**config.mk**
```make
export PLATFORM = sky130hd
export DESIGN_NAME = mem_arbiter
export DESIGN_NICKNAME = d
export VERILOG_FILES = /design/src/rtl/mem_arb_pkg.sv /design/src/rtl/mem_align_check.sv /design/src/rtl/mem_arbiter.sv
export SDC_FILE = /design/constraint.sdc
export NUM_CORES = 1
export LEC_CHECK = 0
export CAP_MARGIN = 20
export CORE_AREA = 2 2 121 123
export DETAILED_ROUTE_END_ITERATION = 12
export DIE_AREA = 0 0 123 125
export PLACE_DENSITY = 0.85
export SETUP_SLACK_MARGIN = 0.3
export SLEW_MARGIN = 20
export SYNTH_ARGS = -nofsm -noshare
export SYNTH_HDL_FRONTEND = slang
export SYNTH_SLANG_ARGS = --single-unit
export TNS_END_PERCENT = 100
```
**constraint.sdc**
```tcl
create_clock -name clk -period 2.5 [get_ports clk]
set_input_delay 0.5 -clock clk [delete_from_list [all_inputs] [get_ports clk]]
set_output_delay 0.5 -clock clk [all_outputs]
set_load 0.02 [all_outputs]
```
**src/rtl/mem_arb_pkg.sv**
```systemverilog
// rtl/mem_arb_pkg.sv - width codes, FSM states and command type for the data-memory arbiter
package mem_arb_pkg;

  // funct3-style access width codes
  localparam logic [2:0] MW_B  = 3'b000;
  localparam logic [2:0] MW_H  = 3'b001;
  localparam logic [2:0] MW_W  = 3'b010;
  localparam logic [2:0] MW_BU = 3'b100;
  localparam logic [2:0] MW_HU = 3'b101;

  // Arbiter sequencing: wait for a request, then spend one cycle on the memory
  typedef enum logic {
    IDLE   = 1'b0,
    ACCESS = 1'b1
  } arb_state_t;

  // One accepted memory command
  typedef struct packed {
    logic        we;
    logic [2:0]  width;
    logic [31:0] addr;
    logic [31:0] wdata;
  } mem_cmd_t;

endpackage

```
**src/rtl/mem_align_check.sv**
```systemverilog
// rtl/mem_align_check.sv - width/address legality check shared by the arbiter and the core LSU
module mem_align_check
  import mem_arb_pkg::*;
(
  input  logic [2:0] width,
  input  logic [1:0] addr_lo,
  output logic       aligned
);

  // Each legal width needs its natural alignment; unknown width codes are never legal
  always_comb begin
    aligned = 1'b0;
    case (width)
      MW_B, MW_BU: aligned = 1'b1;
      MW_H, MW_HU: aligned = ~addr_lo[0];
      MW_W:        aligned = (addr_lo == 2'b00);
      default:     aligned = 1'b0;
    endcase
  end

endmodule

```
**src/rtl/mem_arbiter.sv**
```systemverilog
// rtl/mem_arbiter.sv - two-port round-robin arbiter in front of a single-cycle data memory
module mem_arbiter
  import mem_arb_pkg::*;
(
  input  logic        clk,
  input  logic        rst_n,

  input  logic        req0_valid,
  output logic        req0_ready,
  input  logic        req0_we,
  input  logic [2:0]  req0_width,
  input  logic [31:0] req0_addr,
  input  logic [31:0] req0_wdata,
  output logic        rsp0_valid,
  output logic [31:0] rsp0_rdata,
  output logic        rsp0_err,

  input  logic        req1_valid,
  output logic        req1_ready,
  input  logic        req1_we,
  input  logic [2:0]  req1_width,
  input  logic [31:0] req1_addr,
  input  logic [31:0] req1_wdata,
  output logic        rsp1_valid,
  output logic [31:0] rsp1_rdata,
  output logic        rsp1_err,

  output logic        mem_we,
  output logic [2:0]  mem_width,
  output logic [31:0] mem_addr,
  output logic [31:0] mem_wdata,
  input  logic [31:0] mem_rdata
);

  arb_state_t  state;
  mem_cmd_t    cmd;
  mem_cmd_t    new_cmd;
  logic        cmd_port;
  logic        rr;
  logic        aligned;
  logic        any_valid;
  logic        grant_port;
  logic        accept;
  logic [31:0] load_data;

  mem_align_check u_align (
    .width   (cmd.width),
    .addr_lo (cmd.addr[1:0]),
    .aligned (aligned)
  );

  // Winner selection: the preferred port when both ask, otherwise whoever is asking
  always_comb begin
    any_valid = req0_valid | req1_valid;
    if (req0_valid && req1_valid) begin
      grant_port = rr;
    end else begin
      grant_port = req1_valid;
    end
  end

  // Ready goes only to the winner, only in IDLE and never while reset is held
  always_comb begin
    req0_ready = 1'b0;
    req1_ready = 1'b0;
    if (rst_n && (state == IDLE) && any_valid) begin
      req0_ready = ~grant_port;
      req1_ready = grant_port;
    end
  end

  assign accept = (req0_valid & req0_ready) | (req1_valid & req1_ready);

  // Command of the winning port, ready to be latched on acceptance
  always_comb begin
    new_cmd = '0;
    if (grant_port) begin
      new_cmd.we    = req1_we;
      new_cmd.width = req1_width;
      new_cmd.addr  = req1_addr;
      new_cmd.wdata = req1_wdata;
    end else begin
      new_cmd.we    = req0_we;
      new_cmd.width = req0_width;
      new_cmd.addr  = req0_addr;
      new_cmd.wdata = req0_wdata;
    end
  end

  // Memory side is driven from the latch; the write strobe only exists during ACCESS
  always_comb begin
    mem_we    = (state == ACCESS) & cmd.we & aligned;
    mem_width = cmd.width;
    mem_addr  = cmd.addr;
    mem_wdata = cmd.wdata;
  end

  // Only aligned loads return memory data; stores and rejected accesses return zero
  assign load_data = (aligned && !cmd.we) ? mem_rdata : 32'h0;

  // Sequencing: accept in IDLE, spend exactly one cycle in ACCESS, rotate the preference
  always_ff @(posedge clk or negedge rst_n) begin
    if (!rst_n) begin
      state    <= IDLE;
      rr       <= 1'b0;
      cmd      <= '0;
      cmd_port <= 1'b0;
    end else if (state == ACCESS) begin
      state <= IDLE;
    end else if (accept) begin
      state    <= ACCESS;
      cmd      <= new_cmd;
      cmd_port <= grant_port;
      rr       <= ~grant_port;
    end
  end

  // Response pulse to the latched port as ACCESS ends; reset drops any pending response
  always_ff @(posedge clk or negedge rst_n) begin
    if (!rst_n) begin
      rsp0_valid <= 1'b0;
      rsp0_rdata <= 32'h0;
      rsp0_err   <= 1'b0;
      rsp1_valid <= 1'b0;
      rsp1_rdata <= 32'h0;
      rsp1_err   <= 1'b0;
    end else begin
      rsp0_valid <= 1'b0;
      rsp0_rdata <= 32'h0;
      rsp0_err   <= 1'b0;
      rsp1_valid <= 1'b0;
      rsp1_rdata <= 32'h0;
      rsp1_err   <= 1'b0;
      if (state == ACCESS) begin
        if (cmd_port) begin
          rsp1_valid <= 1'b1;
          rsp1_rdata <= load_data;
          rsp1_err   <= ~aligned;
        end else begin
          rsp0_valid <= 1'b1;
          rsp0_rdata <= load_data;
          rsp0_err   <= ~aligned;
        end
      end
    end
  end

endmodule

```
==> impl_metrics.csv <==
group,metric,value,unit
route,drt_wl_total,17910,µm
sta,slew_violations,0,
cts,cts_sinks,139,
sta,worstMarginPinSlew,0.8919,ns
cts,cts_tree,"yes",
sta,holdWs,0.2739,ns
pwr,leakage,4.238,nW
placed_design,gp_congestion,0.8469,
global_route,grt_max_degree,71,
floorplan,core-area,0.01420,mm²
critical_path,cp-start-kind,"flop",
pwr,peakVddDrop,0.4645,mV
pwr,p_per_area,791.1,mW/mm²
sta,hold_viol,0,
global_route,globalRouteMet2Util,39.94,%
global_route,grt_use_met3,7.710,%
sta,fmax,460.7,MHz
sta,min_period,2.171,ns
finish,area_growth,55.82,%
yosys,synth_edf_count,0,
route,vias,4915,
floorplan,rows,44,
sta,rsz0062_at_grt,"true",
min_path,holdCritPathClass,"input pin to async pin",
placed_design,dp_hpwl,12670,µm
sta,skew,0.006078,ns
route,avgViaCountPerCell,5.262,
sta,maxSlewHeadroom,40.54,%
global_route,grt_usage,23.14,%
critical_path,critPathRequiredTime,2.00,ns
route,initialDrtViolationCount,221,
yosys,yosysWarningCount,0,
placed_design,dpl-instance-area,0.008618,mm²
cts,cts.clk_slew.worst_paths,0.06,ns
global_route,first_global_vias,5182,
outcome,status,"completed",
global_route,grt.busiest_layer,"met2",
finish,drive_gt1_share,8.278,%
yosys,syn_area,0.005933,mm²
finish,nets,909,
global_route,grt-ovfl-total,0,
cts,clk_latency,0.41,ns
global_route,grt_pass1_wl,27140,µm
placed_design,portBuffers,309,
critical_path,cp.arrival,1.67,ns
sta,finalSetupViolCount,0,
route,firstDrtPassIters,5,
floorplan,die_y,125,µm
critical_path,worstSetupEndpointType,"output port",
yosys,postSynthAreaPerCell,11.89,µm²
run,drv_cap,0,
sta,timing.final.crit_share,86.82,%
global_route,use_met1,25.66,%
yosys,synth.distinct_cells,21,
yosys,synthCells,499,
route,drtAntennaViolNets,0,
critical_path,criticalPathCategory,"flop to output port",
cts,h-tree-depth,4,
floorplan,chipWidth,123,µm
route,wl_per_cell,19.18,µm
cts,holdBufCountCts,0,
yosys,ys_seq_area_share,58.63,%
critical_path,crit_fanout,3,
route,drcViolationCount,0,
floorplan,dieArea,0.01538,mm²
cts,root_buffer,"clkbuf_16",
cts,clk_path_buf_depth,2,
yosys,synth_flop_cell,"dfrtp_1",
finish,final_area,0.009245,mm²
yosys,syn_nets,671,
yosys,async_flop_share,100.0,%
yosys,ys_ff_latch,139,
floorplan,ios,310,
global_route,antenna_found_initial,1,
critical_path,rrSetupSlack,0.63,ns
floorplan,initial_core_util,41.77,%
cts,cts_buffers,17,
==> report_power, final <==
part	internal, W	total (W)	switching, W
logic	0.00103	0.00197	0.000939
clock network	0.00163	0.00260	0.000973
registers	0.00255	0.00275	0.000196
total	0.00521	0.00731	0.00211
==> cell type report <==
cell class / count / area [µm²]
Clock buffer: 19 / 452.9
Timing Repair Buffer: 325 / 3199
Sequential cell: 139 / 3480
Fill cell: 1023 / 4959
Clock inverter: 12 / 162.7
Tap cell: 184 / 230.2
Inverter: 2 / 7.507
Multi-Input combinational cell: 252 / 1710
Antenna cell: 1 / 2.502
==> kinds of logic (layout without fill, tap and decap cells) <==
family	after synthesis	after routing	synth area share (%)
buffers and inverters	108	358	13.20
AND/OR/NAND/NOR	178	178	16.13
flip-flops	139	139	58.63
AO/OA/AOI/OAI	74	74	12.04
other	0	1	0
==> per-stage QoR <==
step                      power (W)  cells  utilization, %  setup slack, ns  setup TNS (ns)
after floorplan            0.003963    499               -           0.8565               0
after global routing       0.007606    933           65.07           0.2483               0
after detailed placement   0.004730    901           60.68          -0.1469         -0.1469
final                      0.007313    934           65.09           0.3294               0
after CTS                  0.007341    933           65.05          0.05979               0
after global placement     0.004678    901           60.68          -0.1108         -0.1108
==> worst max-delay path, cell delays in order, from the launching register on <==
cell and delay [ns]:
dfrtp_1 0.43, nor4_4 0.32, or2_4 0.18, and3_1 0.15
buf_2 0.17
==> placed cells by master (no fill, tap or decap), drive strengths merged <==
cell type	n
and2	1
nand2b	33
a221o	68
dfrtp	139
o21ai	3
nand2	2
and3	70
a31oi	1
clkinvlp	2
and3b	1
or2	1
buf	19
clkinv	5
diode	1
inv	4
a21o	1
nor4	1
clkbuf	20
bufinv	3
clkdlybuf4s50	305
nor2b	4
nor2	65
a21oi	1
==> state kept, by name, indices dropped and copies added, names as in the netlist <==
name        cells
cmd             1
cmd_port        1
mem_addr       32
mem_wdata      32
mem_width       3
rr              1
rsp0_err        1
rsp0_rdata     32
rsp0_valid      1
rsp1_err        1
rsp1_rdata     32
rsp1_valid      1
state           1
==> layer usage <==
metal  vias to the layer above  part of all wire, %
met5                         -                    0
met2                       255                   51
met1                      2442                   37
met3                        48                  8.5
met4                         0                  3.7
li1                       2170                    -
==> synth_stat cells, types with 2 or more instances <==
| master | instances | area share (%) |
|---|---|---|
| a221o_1 | 68 | 11 |
| and3_1 | 70 | 7.4 |
| buf_2 | 5 | 0.42 |
| buf_4 | 67 | 8.5 |
| buf_6 | 16 | 3.0 |
| clkbuf_1 | 18 | 1.1 |
| dfrtp_1 | 139 | 59 |
| inv_1 | 2 | 0.13 |
| nand2_1 | 2 | 0.13 |
| nand2b_1 | 33 | 3.5 |
| nor2_1 | 65 | 4.1 |
| nor2b_1 | 3 | 0.32 |
| o21ai_1 | 3 | 0.25 |
==> path summary, 6_finish.rpt <==
| check | start | to | cells past startpoint |
|---|---|---|---|
| worst min-delay path | rst_n | mem_wdata[23]$_DFFE_PN0P_ | 2 |
| worst max register to register | state$_DFF_PN0_ | cmd[67]$_DFFE_PN0P_ | 5 |
| worst min register to register | cmd_port$_DFFE_PN0P_ | rsp0_valid$_DFF_PN0_ | 1 |
| max in group asynchronous | rst_n | mem_addr[24]$_DFFE_PN0P_ | 2 |
| min in group clk | cmd_port$_DFFE_PN0P_ | rsp0_valid$_DFF_PN0_ | 1 |
| worst max-delay path | mem_addr[1]$_DFFE_PN0P_ | mem_we | 4 |
==> timing repair <==
action                     CTS  global route
buffers inserted             1             0
resized for setup            5            10
setup endpoints to repair    3             3
pin swaps                    1             1
(Power assumes the default switching activity.)
